<file path="src/rtl/alu_seq_if.sv">
// Request/response bundle for alu_seq: operation request with valid/ready,
// result plus status flags with valid/ready.
interface alu_seq_if #(
    parameter int WIDTH = 8
);
    logic             in_valid;
    logic             in_ready;
    logic [2:0]       op;
    logic [WIDTH-1:0] inp1;
    logic [WIDTH-1:0] inp2;
    logic             out_valid;
    logic             out_ready;
    logic [WIDTH-1:0] out;
    logic             flag_z;
    logic             flag_n;
    logic             flag_c;
    logic             flag_v;

    modport master (
        output in_valid, op, inp1, inp2, out_ready,
        input  in_ready, out_valid, out, flag_z, flag_n, flag_c, flag_v
    );

    modport slave (
        input  in_valid, op, inp1, inp2, out_ready,
        output in_ready, out_valid, out, flag_z, flag_n, flag_c, flag_v
    );
endinterface

</file>
<file path="src/rtl/alu_seq.sv">
// Handshaked ALU: seven single-cycle operations plus a WIDTH-cycle
// shift-add multiplier; the result is held until the consumer accepts it.
module alu_seq #(
    parameter int WIDTH = 8
) (
    input logic     clk,
    input logic     rst_n,
    alu_seq_if.slave bus
);
    localparam int SW = $clog2(WIDTH);

    localparam logic [2:0] OP_ADD = 3'b000;
    localparam logic [2:0] OP_SUB = 3'b001;
    localparam logic [2:0] OP_AND = 3'b010;
    localparam logic [2:0] OP_NOT = 3'b011;
    localparam logic [2:0] OP_OR  = 3'b100;
    localparam logic [2:0] OP_XOR = 3'b101;
    localparam logic [2:0] OP_SHL = 3'b110;
    localparam logic [2:0] OP_MUL = 3'b111;

    typedef enum logic [1:0] {
        IDLE = 2'd0,
        MUL  = 2'd1,
        DONE = 2'd2
    } state_t;

    state_t state;
    state_t state_next;

    logic [WIDTH-1:0]   a;
    logic [WIDTH-1:0]   b;
    logic               accept;
    logic               mul_last;

    logic [WIDTH:0]     sum_ext;
    logic [WIDTH:0]     diff_ext;
    logic [2*WIDTH-1:0] shl_ext;
    logic [WIDTH-1:0]   alu_res;
    logic               alu_c;
    logic               alu_v;

    logic [2*WIDTH-1:0] mul_cand;
    logic [WIDTH-1:0]   mul_plier;
    logic [2*WIDTH-1:0] mul_acc;
    logic [2*WIDTH-1:0] mul_acc_next;
    logic [SW-1:0]      count;

    logic [WIDTH-1:0]   result;
    logic               z_q;
    logic               n_q;
    logic               c_q;
    logic               v_q;

    assign a        = bus.inp1;
    assign b        = bus.inp2;
    assign accept   = bus.in_valid && (state == IDLE);
    assign mul_last = (state == MUL) && (count == SW'(WIDTH - 1));

    // Extended-width arithmetic: the extra top bit is carry-out for ADD,
    // borrow for SUB, and the last bit shifted out for SHL.
    assign sum_ext  = {1'b0, a} + {1'b0, b};
    assign diff_ext = {1'b0, a} - {1'b0, b};
    assign shl_ext  = {{WIDTH{1'b0}}, a} << b[SW-1:0];

    always_comb begin
        alu_res = '0;
        alu_c   = 1'b0;
        alu_v   = 1'b0;
        case (bus.op)
            OP_ADD: begin
                alu_res = sum_ext[WIDTH-1:0];
                alu_c   = sum_ext[WIDTH];
                alu_v   = (a[WIDTH-1] == b[WIDTH-1]) &&
                          (sum_ext[WIDTH-1] != a[WIDTH-1]);
            end
            OP_SUB: begin
                alu_res = diff_ext[WIDTH-1:0];
                alu_c   = diff_ext[WIDTH];
                alu_v   = (a[WIDTH-1] != b[WIDTH-1]) &&
                          (diff_ext[WIDTH-1] != a[WIDTH-1]);
            end
            OP_AND:  alu_res = a & b;
            OP_NOT:  alu_res = ~b;
            OP_OR:   alu_res = a | b;
            OP_XOR:  alu_res = a ^ b;
            OP_SHL: begin
                alu_res = shl_ext[WIDTH-1:0];
                alu_c   = shl_ext[WIDTH];
            end
            default: alu_res = '0;
        endcase
    end

    assign mul_acc_next = mul_acc + (mul_plier[0] ? mul_cand : '0);

    always_ff @(posedge clk or negedge rst_n) begin
        if (!rst_n) begin
            state <= IDLE;
        end else begin
            state <= state_next;
        end
    end

    always_comb begin
        state_next = state;
        case (state)
            IDLE: begin
                if (bus.in_valid) begin
                    state_next = (bus.op == OP_MUL) ? MUL : DONE;
                end
            end
            MUL: begin
                if (mul_last) begin
                    state_next = DONE;
                end
            end
            DONE: begin
                if (bus.out_ready) begin
                    state_next = IDLE;
                end
            end
            default: state_next = IDLE;
        endcase
    end

    // Result and flags only move at a single-cycle accept or on the final
    // multiplier step; every other cycle they hold.
    always_ff @(posedge clk or negedge rst_n) begin
        if (!rst_n) begin
            mul_cand  <= '0;
            mul_plier <= '0;
            mul_acc   <= '0;
            count     <= '0;
            result    <= '0;
            z_q       <= 1'b0;
            n_q       <= 1'b0;
            c_q       <= 1'b0;
            v_q       <= 1'b0;
        end else if (accept) begin
            if (bus.op == OP_MUL) begin
                mul_cand  <= {{WIDTH{1'b0}}, a};
                mul_plier <= b;
                mul_acc   <= '0;
                count     <= '0;
            end else begin
                result <= alu_res;
                z_q    <= (alu_res == '0);
                n_q    <= alu_res[WIDTH-1];
                c_q    <= alu_c;
                v_q    <= alu_v;
            end
        end else if (state == MUL) begin
            mul_acc   <= mul_acc_next;
            mul_cand  <= mul_cand << 1;
            mul_plier <= mul_plier >> 1;
            count     <= count + SW'(1);
            if (mul_last) begin
                result <= mul_acc_next[WIDTH-1:0];
                z_q    <= (mul_acc_next[WIDTH-1:0] == '0);
                n_q    <= mul_acc_next[WIDTH-1];
                c_q    <= |mul_acc_next[2*WIDTH-1:WIDTH];
                v_q    <= 1'b0;
            end
        end
    end

    assign bus.in_ready  = (state == IDLE);
    assign bus.out_valid = (state == DONE);
    assign bus.out       = result;
    assign bus.flag_z    = z_q;
    assign bus.flag_n    = n_q;
    assign bus.flag_c    = c_q;
    assign bus.flag_v    = v_q;
endmodule
</file>
<file path="src/flat_wrapper.sv">
// flat-port wrapper written by rule: the top's interface ports become plain ports
module alu_seq_flat 
#(
    parameter int WIDTH = 8
)
  (clk, rst_n, bus_in_valid, bus_op, bus_inp1, bus_inp2, bus_out_ready, bus_in_ready, bus_out_valid, bus_out, bus_flag_z, bus_flag_n, bus_flag_c, bus_flag_v);
  alu_seq_if #(.WIDTH(WIDTH)) bus_i ();
  input logic clk;
  input logic rst_n;
  input wire logic [$bits(bus_i.in_valid)-1:0] bus_in_valid;
  input wire logic [$bits(bus_i.op)-1:0] bus_op;
  input wire logic [$bits(bus_i.inp1)-1:0] bus_inp1;
  input wire logic [$bits(bus_i.inp2)-1:0] bus_inp2;
  input wire logic [$bits(bus_i.out_ready)-1:0] bus_out_ready;
  output wire logic [$bits(bus_i.in_ready)-1:0] bus_in_ready;
  output wire logic [$bits(bus_i.out_valid)-1:0] bus_out_valid;
  output wire logic [$bits(bus_i.out)-1:0] bus_out;
  output wire logic [$bits(bus_i.flag_z)-1:0] bus_flag_z;
  output wire logic [$bits(bus_i.flag_n)-1:0] bus_flag_n;
  output wire logic [$bits(bus_i.flag_c)-1:0] bus_flag_c;
  output wire logic [$bits(bus_i.flag_v)-1:0] bus_flag_v;
  assign bus_i.in_valid = bus_in_valid;
  assign bus_i.op = bus_op;
  assign bus_i.inp1 = bus_inp1;
  assign bus_i.inp2 = bus_inp2;
  assign bus_i.out_ready = bus_out_ready;
  assign bus_in_ready = bus_i.in_ready;
  assign bus_out_valid = bus_i.out_valid;
  assign bus_out = bus_i.out;
  assign bus_flag_z = bus_i.flag_z;
  assign bus_flag_n = bus_i.flag_n;
  assign bus_flag_c = bus_i.flag_c;
  assign bus_flag_v = bus_i.flag_v;
  alu_seq #(.WIDTH(WIDTH)) u_core (.clk(clk), .rst_n(rst_n), .bus(bus_i));
endmodule
</file>
<file path="config.mk">
export PLATFORM = sky130hd
export DESIGN_NAME = alu_seq_flat
export DESIGN_NICKNAME = d
export VERILOG_FILES = /design/src/rtl/alu_seq_if.sv /design/src/rtl/alu_seq.sv /design/src/flat_wrapper.sv
export SDC_FILE = /design/constraint.sdc
export NUM_CORES = 1
export LEC_CHECK = 0
export BUFFER_PORTS_ARGS = -buffer_cell sky130_fd_sc_hd__buf_2
export CORE_UTILIZATION = 50
export CTS_BUF_LIST = sky130_fd_sc_hd__clkbuf_8
export DETAILED_ROUTE_END_ITERATION = 8
export MAX_ROUTING_LAYER = met4
export PLACE_DENSITY = 0.76
export SKIP_CTS_REPAIR_TIMING = 1
export SLEW_MARGIN = 25
export SYNTH_ARGS = -nofsm -noshare
export SYNTH_HDL_FRONTEND = slang
export SYNTH_SLANG_ARGS = --single-unit
</file>
<file path="constraint.sdc">
create_clock -name clk -period 8 [get_ports clk]
set_clock_uncertainty 0.2 [all_clocks]
set_input_delay 0 -clock clk [delete_from_list [all_inputs] [get_ports clk]]
set_output_delay 0 -clock clk [all_outputs]
set_load 0.03 [all_outputs]
</file>
==> Word-level counts from Yosys, hierarchy flattened <==
Cells that the tools add are included.
{ "op_classes": {"shifts": 1, "n_eq_ne": 19, "n_bitwise": 4, "reduce_logical": 14, "addsub": 4, "n_mux": 41} }
{ "ops": {"columns": ["op", "n"], "rows": [
  ["16-bit 2-to-1 mux", 7],
  ["8-bit 2-to-1 mux", 7],
  ["8-bit one-hot mux with 7 select lines", 1],
  ["16-bit adder", 1],
  ["8-bit logical NOT", 2],
  ["1-bit 2-to-1 mux", 16],
  ["3-bit == test (second input constant)", 5],
  ["8-bit by 8-bit adder with 9-bit output", 1],
  ["3-bit 2-to-1 mux", 3],
  ["8-bit by 3-bit << shifter with 9-bit output", 1],
  ["8-bit by 8-bit subtractor with 9-bit output", 1],
  ["8-bit bitwise AND", 1],
  ["2-bit 2-to-1 mux", 4],
  ["2-bit inequality test (second input constant)", 4],
  ["8-bit NOT", 1],
  ["8-bit OR", 1],
  ["8-bit OR reduction", 1],
  ["8-bit XOR", 1],
  ["3-bit by 2-bit == test with 1-bit output (second input constant)", 2],
  ["2-bit one-hot mux with 3 select lines", 1],
  ["3-bit AND reduction", 2],
  ["1-bit logical AND", 4],
  ["2-bit nonzero test", 2],
  ["3-bit by 1-bit adder with 3-bit output (second input constant)", 1],
  ["11 further kinds", 13]
]} }
{ "word_totals": {"register_bits": 57, "inputBits": 23} }

==> Depth between registers and ports, before layout <==
{ "depth": {"ltp_word": 6, "mapped_depth": 11, "mapped_depth_nobuf": 11} }

==> Worst setup path after synthesis <==
No wires, ideal clock.
{ "synth_path": {"kind": "register -> register", "from": "register u_core.mul_plier[0]", "to": "register u_core.c_q, in the netlist u_core.bus.flag_c", "period_less_slack_ns": 3.279, "stages_incl_launch_ff": 12, "path_slack_ns": 4.721, "path_buffers": 0, "t_required_ns": 7.676, "arrival_ns": 2.955, "setup_time_ns": 0.124, "path_cell_list": "dfrtp_1 -> and2_1 -> ha_1 -> fa_1 -> a211oi_1 -> o21ai_0 -> a41oi_1 -> o21bai_1 -> a21oi_1 -> xnor2_1 -> or4_1 -> o31a_1"} }
{ "synth_via": {"elab_chain_cells": 6} }
{ "synth_rtl": {"columns": ["item", "line_no", "text"], "rows": [
  ["start: declaration", "alu_seq.sv:43", "logic [WIDTH-1:0] mul_plier;"],
  ["start signal: assignment", "alu_seq.sv:155", "mul_plier <= mul_plier >> 1;"],
  ["16-bit 2-to-1 mux", "alu_seq.sv:94", "assign mul_acc_next = mul_acc + (mul_plier[0] ? mul_cand : '0);"],
  ["16-bit adder", "alu_seq.sv:94", null],
  ["8-bit OR reduction", "alu_seq.sv:161", "c_q <= |mul_acc_next[2*WIDTH-1:WIDTH];"],
  ["1-bit 2-to-1 mux", "alu_seq.sv:157", "if (mul_last) begin"],
  ["1-bit 2-to-1 mux", "alu_seq.sv:152", "end else if (state == MUL) begin"],
  ["1-bit 2-to-1 mux", "alu_seq.sv:139", "end else if (accept) begin"],
  ["end signal: assignment", "alu_seq.sv:149", "c_q <= alu_c;"],
  ["end signal: assignment", "alu_seq.sv:161", null],
  ["end: declaration", "alu_seq.sv:51", "logic c_q;"]
]} }
No other way between the ends. The select of a mux whose other input is x is not followed.
A chain may end at the register's enable or synchronous reset.

==> Worst setup path after layout <==
Same ends and word-level chain as after synthesis.

==> summary.md <==
| Metric | Value |
|---|---|
| Run status | completed |
| Vias in the first global route | 3,711 |
| Post-synthesis cell type count | 60 |
| Hpwl dp | 8.35 mm |
| Switching Fraction | 44.1% |
| Synthesis Warnings | 0 |
| Critical path buffers and inverters | 0 |
| Combinational power share | 52.1% |
| Area Growth Syn to Fin | 12.1% |
| Leak Pwr | 0.00238 uW |
| Ys flop type | dfrtp_1 |
| Slowest CP cell | dfrtp_1 |
| Worst path required time | 8.01 ns |
| Die width | 96.6 um |
| Setup TNS | 0 ns |
| WL/cell | 16.8 um |
| RSZ-0062 raised after global routing | no |
| Worst Max-Slew Pin Slew | 0.980 ns |
| PnR Total Power | 1360 uW |
| Cell with the most instances after synthesis | nand2_1 |
| Crit path cell chain | and2_1 > ha_1 > fa_1 > a211oi_1 > o21ai_0 > a41oi_1 > o21bai_1 > a21oi_1 > xnor2_1 > or4_1 > o31a_1 |
| Synth top area cells | dfrtp_1 (31%), ha_1 (12%), nand2_1 (5.7%) |
| Minimum clock period | 3.75 ns |
| H-tree depth | 2 |
| Site Rows | 34 |
| Final Max Tran Viols | 0 |
| R2R Setup Slk | 4.25 ns |
| Worst-path clk slew | 0.10 ns |
| Dpl cells | 639 |
| CTS tree | built |
| Max frequency | 267 MHz |
| Antenna cells | 0 |
| DR pass1 iterations | 5 |
| DR DRC count | 0 |
| Startpoint Class | flop |
| Area leader, netlist | dfrtp_1 |
| Global-route usage over all layers | 24.3% |
| Clock Latency Late Sink | 0.31 ns |
| CTS root buf | clkbuf_8 |
| DRT antenna net count | 0 |
| Count of state elements after synthesis | 56 |
| Top Family by Delay on Critical Path | compound AO/OA/AOI/OAI gates |
| Initial Utilization | 51.6% |
| Post-Route WL | 11.2 mm |
| Post-Syn Instances | 516 |
| Netlist Area Pre-Place | 0.00448 mm^2 |
| TritonCTS Buffers | 5 |
| CP endpoint kind | flop |
| VDD IR max | 0.000125 V |
| Commonest cells in the netlist | nand2_1 (68), dfrtp_1 (56), ha_1 (42), nor2_1 (42), a21oi_1 (30) |
| Syn_area_per_cell | 8.67 um^2 |
| R2r startpoint | u_core.mul_plier[0] |
| Max_slew headroom | 34.1% |
| Chip height | 96.6 um |
| Final Util | 57.8% |
| First-pass GRT wire length | 18.2 mm |
| Clock power frac | 14.0% |
| CTS Buffer Depth | 2 |
| Psw | 601 uW |
| Final period util | 46.9% |
| Crit Path Class | reg2reg |
| Synth top area share | 31.3% |
| Layout cells sized above 1 | 11.3% |
| Num Clock Sinks | 56 |
| Nets | 625 |
| CP Max Fanout | 17 |
| Core area | 0.00868 mm^2 |
| Initial antenna violation count | 0 |
| Largest net degree at the start of global routing | 47 |
| Syn nets | 584 |
| Worst EP arrival | 3.76 ns |
| Setup Viol. Count Final | 0 |
| Port Buffers | 36 |
| GPL Wtd Cong | 0.918 |
| Slowest stage delay, CP | 0.52 ns |
| Post-synth ARST share | 100% |
| EDFF count, synth | 0 |
| Final Hold Violating Endpoints | 0 |
| Total internal power | 761 uW |
| Non-filler instance count after layout | 666 |
| Fillers | 764 |
| Seq/Total Area, Yosys | 31.3% |
| Starting DRT DRC Count | 299 |
| Register share of total power | 34.0% |
| R2R Path End | u_core.bus.flag_c |
| Overall via count from detail_route | 3,985 |
| Pwr Density | 271 mW/mm^2 |
| Max Cap Viol | 0 |
| Reg2reg path depth | 11 |
| I/O pin count | 37 |
| Vias per inst | 5.98 |
| Path category of the worst min-delay check | in2async |
| Grt ovf | 0 |
| Die area | 0.00933 mm^2 |
## cell type report
type | instances | area [um^2] | share of cell area (%)
multi-input cells | 407 | 2870 | 57.2
flip-flops and latches | 56 | 1400 | 27.9
repair buffers | 58 | 393 | 7.83
well taps | 108 | 135 | 2.69
inverters | 29 | 109 | 2.17
clock buffers | 5 | 68.8 | 1.37
clock inverters | 3 | 42.5 | 0.848
## worst max-delay path by stage
stage                             start                end  slack [ns]  depth (start not counted)
global route        u_core.mul_plier[0]  u_core.bus.flag_c        4.03                         11
floorplan           u_core.mul_plier[0]  u_core.bus.flag_c        4.72                         11
global placement    u_core.mul_plier[0]  u_core.bus.flag_c        4.41                         11
finish              u_core.mul_plier[0]  u_core.bus.flag_c        4.25                         11
CTS                 u_core.mul_plier[0]  u_core.bus.flag_c        4.26                         11
detailed placement  u_core.mul_plier[0]  u_core.bus.flag_c        4.30                         11
## logic make-up (layout without fill, tap and decap cells)
kind of cell / after synthesis / after routing / share of synthesized area [%]
muxes: 18 / 18 / 5.14
adders and majority gates: 45 / 45 / 13.1
xor gates and xnor gates: 21 / 21 / 4.11
AOI/OAI and AO/OA: 160 / 160 / 25.1
and+or+nand+nor: 163 / 163 / 16.5
buffers and inverters: 53 / 95 / 4.75
DFF: 56 / 56 / 31.3
## registers in the layout, summed over array words and instances, names as in the netlist
signal	cells
u_core.mul_acc	16
u_core.mul_cand	16
u_core.bus.out	8
u_core.mul_plier	8
u_core.count	3
u_core.state	2
u_core.bus.flag_c	1
u_core.bus.flag_v	1
u_core.bus.flag_z	1
## through the flow
| stage | cell area (um^2) | hold slack (ns) | worst slack (ns) |
|---|---|---|---|
| after global placement | 4720 | -0.331 | 4.41 |
| after global routing | 5020 | 0.184 | 4.03 |
| after detailed placement | 4720 | -0.319 | 4.30 |
| final | 5020 | 0.113 | 4.25 |
| after floorplan | 4480 | -0.496 | 4.72 |
| after CTS | 4830 | -0.661 | 4.26 |
## layout by cell type, fill, tap and decap left out, types with 4 or more instances in the layout
cell,netlist,layout
a211oi_1,4,4
a21o_1,5,5
a21oi_1,30,29
a221oi_1,6,6
a22o_1,24,24
a22oi_1,4,4
a31oi_1,16,16
and2_1,18,18
buf_2,0,36
clkbuf_8,1,5
dfrtp_1,56,56
dlygate4sd3_1,0,19
ha_1,42,42
inv_1,28,29
mux2i_1,14,14
mux4_2,4,4
nand2_1,68,68
nand3_1,5,5
nor2_1,42,42
nor2b_1,5,4
nor3_1,9,9
o21ai_0,24,24
o21bai_1,11,11
o22ai_1,4,4
o31ai_1,4,4
xnor2_1,17,17
xor2_1,4,4
## power groups by stage
stage	registers [uW]	clock network [uW]	logic, uW
2_1_floorplan	481	0	503
3_3_place_gp	460	0	673
3_5_place_dp	467	0	693
4_1_cts	462	192	695
5_1_grt	476	204	781
6_report	463	190	709
## worst reg2reg max path: stages (launching register included)
cell and delay (ns):
dfrtp_1 0.52, and2_1 0.21, ha_1 0.24, fa_1 0.46, a211oi_1 0.32, o21ai_0 0.20, a41oi_1 0.32, o21bai_1 0.12
a21oi_1 0.19, xnor2_1 0.10, or4_1 0.52, o31a_1 0.25
## layer usage
| layer | GRT usage [%] | part of all wire [%] |
|---|---|---|
| met5 | - | 0 |
| met4 | 6.54 | 1.6 |
| met3 | 2.53 | 6.2 |
| met2 | 37.9 | 47 |
| met1 | 33.8 | 45 |
No activity file was read; power rests on OpenSTA's default activity.
